[src/rtl/multi_channel_divider_if.sv]
// rtl/multi_channel_divider_if.sv - control/status bundle for multi_channel_divider
interface multi_channel_divider_if #(
    parameter int CHANNELS = 4,
    parameter int DIV_BITS = 16
);
    logic [CHANNELS-1:0]          en;
    logic [CHANNELS*DIV_BITS-1:0] factor;
    logic [CHANNELS-1:0]          load;
    logic                         sync_restart;
    logic [CHANNELS-1:0]          dclk;
    logic [CHANNELS-1:0]          tick_rise;
    logic [CHANNELS-1:0]          tick_fall;
    logic [CHANNELS-1:0]          pending;

    modport master (
        output en, factor, load, sync_restart,
        input  dclk, tick_rise, tick_fall, pending
    );

    modport slave (
        input  en, factor, load, sync_restart,
        output dclk, tick_rise, tick_fall, pending
    );
endinterface

[src/rtl/multi_channel_divider.sv]
// rtl/multi_channel_divider.sv - CHANNELS independent clock dividers, tick logic under MULTI_DIVIDER_TICK_EN
module multi_channel_divider #(
    parameter int CHANNELS = 4,
    parameter int DIV_BITS = 16
) (
    input  logic                   clk,
    input  logic                   rst_n,
    multi_channel_divider_if.slave bus
);

    for (genvar i = 0; i < CHANNELS; i++) begin : g_ch
        logic [DIV_BITS-1:0] cnt;
        logic [DIV_BITS-1:0] act;
        logic [DIV_BITS-1:0] shd;
        logic [DIV_BITS-1:0] fac;
        logic [DIV_BITS-1:0] act_eff;
        logic                run_q;
        logic                pend_q;
        logic                dclk_q;
        logic                dclk_nxt;
        logic                hit;

        assign fac = bus.factor[i*DIV_BITS +: DIV_BITS];
        // On the first enabled edge the factor present on the bus governs,
        // so leaving reset and re-enabling share one start-up rule.
        assign act_eff = run_q ? act : fac;
        assign hit     = (cnt == act_eff);

        // Next dclk value: forced low by restart or disable, toggled at the half-period end
        always_comb begin
            dclk_nxt = dclk_q;
            if (!bus.en[i] || bus.sync_restart) begin
                dclk_nxt = 1'b0;
            end else if (hit) begin
                dclk_nxt = ~dclk_q;
            end
        end

        // Divider counter, factor shadowing and glitch-free apply at the falling boundary
        always_ff @(posedge clk or negedge rst_n) begin
            if (!rst_n) begin
                cnt    <= '0;
                act    <= '0;
                shd    <= '0;
                pend_q <= 1'b0;
                run_q  <= 1'b0;
                dclk_q <= 1'b0;
            end else begin
                run_q  <= bus.en[i];
                dclk_q <= dclk_nxt;
                if (!bus.en[i]) begin
                    cnt    <= '0;
                    act    <= fac;
                    pend_q <= 1'b0;
                end else if (bus.sync_restart) begin
                    cnt    <= '0;
                    act    <= pend_q ? shd : act_eff;
                    pend_q <= 1'b0;
                end else begin
                    act <= act_eff;
                    if (hit) begin
                        cnt <= '0;
                        if (dclk_q && pend_q) begin
                            act    <= shd;
                            pend_q <= 1'b0;
                        end
                    end else begin
                        cnt <= cnt + 1'b1;
                    end
                    // A load on the apply edge is captured after the old shadow was used
                    if (bus.load[i]) begin
                        shd    <= fac;
                        pend_q <= 1'b1;
                    end
                end
            end
        end

        assign bus.dclk[i]    = dclk_q;
        assign bus.pending[i] = pend_q;

`ifdef MULTI_DIVIDER_TICK_EN
        logic rise_q;
        logic fall_q;

        // Edge ticks registered alongside dclk so they share its timing exactly
        always_ff @(posedge clk or negedge rst_n) begin
            if (!rst_n) begin
                rise_q <= 1'b0;
                fall_q <= 1'b0;
            end else begin
                rise_q <= dclk_nxt & ~dclk_q;
                fall_q <= ~dclk_nxt & dclk_q;
            end
        end

        assign bus.tick_rise[i] = rise_q;
        assign bus.tick_fall[i] = fall_q;
`else
        assign bus.tick_rise[i] = 1'b0;
        assign bus.tick_fall[i] = 1'b0;
`endif
    end

endmodule

[src/flat_wrapper.sv]
// flat-port wrapper written by rule: the top's interface ports become plain ports
module multi_channel_divider_flat 
#(
    parameter int CHANNELS = 4,
    parameter int DIV_BITS = 16
)
  (clk, rst_n, bus_en, bus_factor, bus_load, bus_sync_restart, bus_dclk, bus_tick_rise, bus_tick_fall, bus_pending);
  multi_channel_divider_if #(.CHANNELS(CHANNELS), .DIV_BITS(DIV_BITS)) bus_i ();
  input  logic clk;
  input  logic rst_n;
  input wire logic [$bits(bus_i.en)-1:0] bus_en;
  input wire logic [$bits(bus_i.factor)-1:0] bus_factor;
  input wire logic [$bits(bus_i.load)-1:0] bus_load;
  input wire logic [$bits(bus_i.sync_restart)-1:0] bus_sync_restart;
  output wire logic [$bits(bus_i.dclk)-1:0] bus_dclk;
  output wire logic [$bits(bus_i.tick_rise)-1:0] bus_tick_rise;
  output wire logic [$bits(bus_i.tick_fall)-1:0] bus_tick_fall;
  output wire logic [$bits(bus_i.pending)-1:0] bus_pending;
  assign bus_i.en = bus_en;
  assign bus_i.factor = bus_factor;
  assign bus_i.load = bus_load;
  assign bus_i.sync_restart = bus_sync_restart;
  assign bus_dclk = bus_i.dclk;
  assign bus_tick_rise = bus_i.tick_rise;
  assign bus_tick_fall = bus_i.tick_fall;
  assign bus_pending = bus_i.pending;
  multi_channel_divider #(.CHANNELS(CHANNELS), .DIV_BITS(DIV_BITS)) u_core (.clk(clk), .rst_n(rst_n), .bus(bus_i));
endmodule
[config.mk]
export PLATFORM = sky130hd
export DESIGN_NAME = multi_channel_divider_flat
export DESIGN_NICKNAME = d
export VERILOG_FILES = /design/src/rtl/multi_channel_divider_if.sv /design/src/rtl/multi_channel_divider.sv /design/src/flat_wrapper.sv
export SDC_FILE = /design/constraint.sdc
export NUM_CORES = 1
export LEC_CHECK = 0
export ABC_CLOCK_PERIOD_IN_PS = 5350
export BUFFER_PORTS_ARGS = -buffer_cell sky130_fd_sc_hd__clkbuf_2
export CAP_MARGIN = 20
export CELL_PAD_IN_SITES_DETAIL_PLACEMENT = 1
export CELL_PAD_IN_SITES_GLOBAL_PLACEMENT = 2
export CORE_ASPECT_RATIO = 1.25
export CORE_UTILIZATION = 33
export DETAILED_ROUTE_END_ITERATION = 8
export PLACE_DENSITY_LB_ADDON = 0.1
export SYNTH_ARGS = -nofsm -noshare
export SYNTH_HDL_FRONTEND = slang
export SYNTH_SLANG_ARGS = --single-unit
[constraint.sdc]
create_clock -name clk -period 5.35 [get_ports clk]
set_clock_uncertainty 0.15 [all_clocks]
set_input_delay 0.8025 -clock clk [delete_from_list [all_inputs] [get_ports clk]]
set_output_delay 0.8025 -clock clk [all_outputs]
set_load 0.02 [all_outputs]
# == After elaboration in Yosys (flattened, before gate mapping) ==
# Cells that the tools add are included.
# op_classes
reduce_logical,24
muxes,64
n_bitwise,5
add_sub_neg,4
n_eq_ne,12
# op_table
operator,n
$mux 16,36
$add 16x1->16 const B,4
$eq 16x16->1,4
$ne 4x1->1 const B,8
$mux 1,28
$reduce_and 3->1,4
$reduce_and 2->1,4
$reduce_bool 2->1,4
$not 1->1,5
$logic_and 1x1->1,4
$logic_not 1->1,4
$logic_or 1x1->1,4
# totals
reg_bits,204
in_bits,75

# == Depth between registers and ports, before layout ==
# logic_depth
word_depth,6
ltp_mapped,9

# == Worst setup path after synthesis ==
# OpenSTA, ideal clock, no wires.
# synth_path
path_kind,input-to-reg
from,in bus_sync_restart
to,reg u_core.g_ch[0].act[10]
arrival_ns,2.260
setup_ns,0.087
slack_ns,2.853
path_stages,6
path_cell_list,clkbuf_1 -> o21ai_0 -> inv_1 -> o21ai_0 -> a22oi_1 -> o211ai_1
# synth_via
elab_chain_cells,2
# synth_lines
item,line,source
from (decl),flat_wrapper.sv:14,input wire logic [$bits(bus_i.sync_restart)-1:0] bus_sync_restart;
$mux 16,multi_channel_divider.sv:55,end else if (bus.sync_restart) begin
$mux 16,multi_channel_divider.sv:51,if (!bus.en[i]) begin
to (signal assigned),multi_channel_divider.sv:57,act <= pend_q ? shd : act_eff;
to (signal assigned),multi_channel_divider.sv:60,act <= act_eff;
to (decl),multi_channel_divider.sv:13,logic [DIV_BITS-1:0] act;
# Every way passes these cells.
# A chain may end at the register's enable or synchronous reset.

# == Final worst setup path ==
# layout_path
from,reg u_core.g_ch[0].run_q
to,reg u_core.g_ch[0].cnt[2]
# layout_via
elab_chain_cells,5
# layout_lines
item,line,source
from (decl),multi_channel_divider.sv:17,logic run_q;
from (signal assigned),multi_channel_divider.sv:49,run_q <= bus.en[i];
$mux 16,multi_channel_divider.sv:26,assign act_eff = run_q ? act : fac;
$eq 16x16->1,multi_channel_divider.sv:27,assign hit = (cnt == act_eff);
$mux 16,multi_channel_divider.sv:61,if (hit) begin
$mux 16,multi_channel_divider.sv:55,
$mux 16,multi_channel_divider.sv:51,
to (signal assigned),multi_channel_divider.sv:68,cnt <= cnt + 1'b1;
to (decl),multi_channel_divider.sv:12,logic [DIV_BITS-1:0] cnt;
# Every way passes these cells.

==> results.ini <==
[power_and_ir_drop]
p_comb_frac=0.146
p_sw_uw=1160
seqPwrFrac=0.435
netSwitchingFraction=0.277
power.density_mw_per_mm2=305
power_frac_clock=0.419
p_leak_uw=0.00575
vdd_drop_max_v=0.000208
internal-power_uw=3020

[timing]
maxSlewHeadroom=0.280
fin_ws_ns=1.81
rsz0062_at_grt=no
setup-tns-final_ns=0
post-route-period-util=0.662
fin_crit_ns=3.54
setup_viol=0
drv_slew=0
worst_pin_slew_ns=1.08
fmax_mhz=282
hold_violations=0

[route]
routed_wl_mm=34.8
post_drt_wl_per_cell_um=19.6
via_per_inst=5.35
firstDrtPassIters=4
drtIter0Drc=393
drc=0
antenna_left=0
vias=9524

[cts]
cts_resized=0
postCtsSetupRepairBufs=0
cts.clk_slew.worst_paths_ns=0.06
cts_hold_buffers=0
cts_sinks=204
cts_root_buf=clkbuf_16
clockBufferDepth=3
h-tree-depth=1
cts_buffers=26
clk_latency_ns=0.55
cts_tree=yes

[global_route]
globalRouteTotalUtil=0.190
grt-ovfl-total=0
first_global_vias=10054
antenna_found_initial=0
grt_max_degree=118
grt_pass1_wl_mm=57.5

[synth]
avgSynthCellArea_um2=9.79
yosysTopAreaCell=dfrtp_1
synth_top_area_share=0.422
synthCells=1236
ys_seq_elements=204
synthTopCellsByArea=dfrtp_1 (42%), o211ai_1 (8.2%), xnor2_1 (6.4%)
synth.distinct_cells=35
synth_area_mm2=0.0121
ys_warn_count=0
synth_seq_area_share=0.422

[critical_path]
crit_path_start_kind=flip-flop
cp_max_fo=24
critPathArrivalTime_ns=3.80
crit_path_end_kind=flip-flop
required_ns=5.61
critical_path_class=reg2reg

[floorplan]
io_pins=91
initial_core_util=0.334
fp.dieW_um=173
rows=78
die_area_mm2=0.0374
core_mm2=0.0362
die_y_um=216

[layout]
diodes=0
fill_cells=4089
final_common_cell=dfrtp_1
synthToLayoutAreaGrowth_pct=13.3
drive_gt1_frac=0.171
mostFrequentLayoutCells=dfrtp_1 (204), o211ai_1 (132), nand2_1 (97), xnor2_1 (88)
nNetsFinal=1360
design_area_mm2=0.0137

[placed_design]
placed_cell_area_mm2=0.0128
numPortBuffers=82
dpl_worst_slack_ns=1.77
gp_congestion=0.738
dp_hpwl_mm=23.0

[run_status]
outcome=completed

[flow_run]
cap_violations=0

[worst_hold_path]
min_path_type=in2async

## power by group through the flow
stage,registers (uW),logic (uW),clock network [uW]
5_1_grt,1840,687,1870
2_1_floorplan,1800,447,0
3_3_place_gp,1840,610,0
3_5_place_dp,1850,624,0
6_report,1820,610,1750
4_1_cts,1820,626,1820
## final timing paths
path	from	to	slack [ns]	depth (start not counted)
hold / removal	rst_n	u_core.g_ch[1].act[9]	0.10	1
max in group asynchronous	rst_n	u_core.g_ch[2].act[8]	3.83	2
setup reg to reg	u_core.g_ch[0].run_q	u_core.g_ch[0].cnt[2]	1.81	7
min in group clk	u_core.g_ch[2].shd[11]	u_core.g_ch[2].shd[11]	0.37	1
setup / recovery	u_core.g_ch[0].run_q	u_core.g_ch[0].cnt[2]	1.81	7
hold reg to reg	u_core.g_ch[2].shd[11]	u_core.g_ch[2].shd[11]	0.37	1
## routing by layer
layer | GRT usage | vias to the layer above | part of all wire
li1 | - | 4568 | -
met1 | 0.254 | 4814 | 0.47
met2 | 0.326 | 97 | 0.48
met3 | 0.0191 | 45 | 0.024
met4 | 0.0531 | 0 | 0.021
met5 | 0 | - | 0
## layout make-up
class	instances	area (um^2)	share of cell area
multi-input cells	896	6370	0.465
flip-flops and latches	204	5100	0.372
clock buffers	43	826	0.0602
repair buffers	104	602	0.0439
well taps	480	601	0.0438
inverters	49	184	0.0134
clock inverters	4	20.0	0.00146
## kinds of logic after synthesis
| logic type | after synthesis | share of synthesized area |
|---|---|---|
| adder cells (fa/ha/maj) | 4 | 0.00414 |
| AND/OR/NAND/NOR | 296 | 0.117 |
| multiplexers | 128 | 0.114 |
| flip-flops | 204 | 0.422 |
| buffers and inverters | 143 | 0.0536 |
| XOR/XNOR | 124 | 0.0898 |
| other | 1 | 0.000310 |
| AO/OA/AOI/OAI | 336 | 0.199 |
## per-stage QoR
step	hold slack (ns)	power, uW	std cells	util
3_3_place_gp	0.352	2450	1732	0.355
6_report	0.105	4180	1780	0.379
5_1_grt	0.153	4390	1780	0.379
3_5_place_dp	0.363	2470	1732	0.355
4_1_cts	0.138	4270	1779	0.378
2_1_floorplan	0.334	2240	1243	-
## cell usage after synthesis
master,number
xnor2_1,88
nor3b_1,2
nor2b_1,6
a22oi_1,44
mux2i_2,4
a22o_1,44
nand2_1,97
nor4_1,12
mux2i_1,60
nor3b_2,2
xor2_1,36
nand3_1,47
nor3_1,2
dfrtp_1,204
nor2_1,81
and4_1,2
inv_1,49
nand4_2,4
buf_1,4
o221a_1,20
buf_6,2
buf_2,17
clkbuf_1,51
a21oi_1,44
nand4_1,3
mux2_2,64
buf_4,20
and2_1,17
nor4_2,4
o21ai_1,2
ha_1,4
o21ai_0,50
o211ai_1,132
and3_1,17
conb_1,1
## sequential cells by signal (all words and copies together) (netlist names)
register and flops:
u_core.g_ch.act 64, u_core.g_ch.cnt 64, u_core.g_ch.dclk_q 4, u_core.g_ch.pend_q 4
u_core.g_ch.run_q 4, u_core.g_ch.shd 64
## worst max-delay path, cell delays in order (launching register included)
cell and delay [ns]:
dfrtp_1 0.97, buf_4 0.32, mux2i_2 0.31, xnor2_1 0.10
nor4_1 0.34, nand4_2 0.48, nand2_1 0.62, nor2_1 0.11
(Power assumes the default switching activity.)
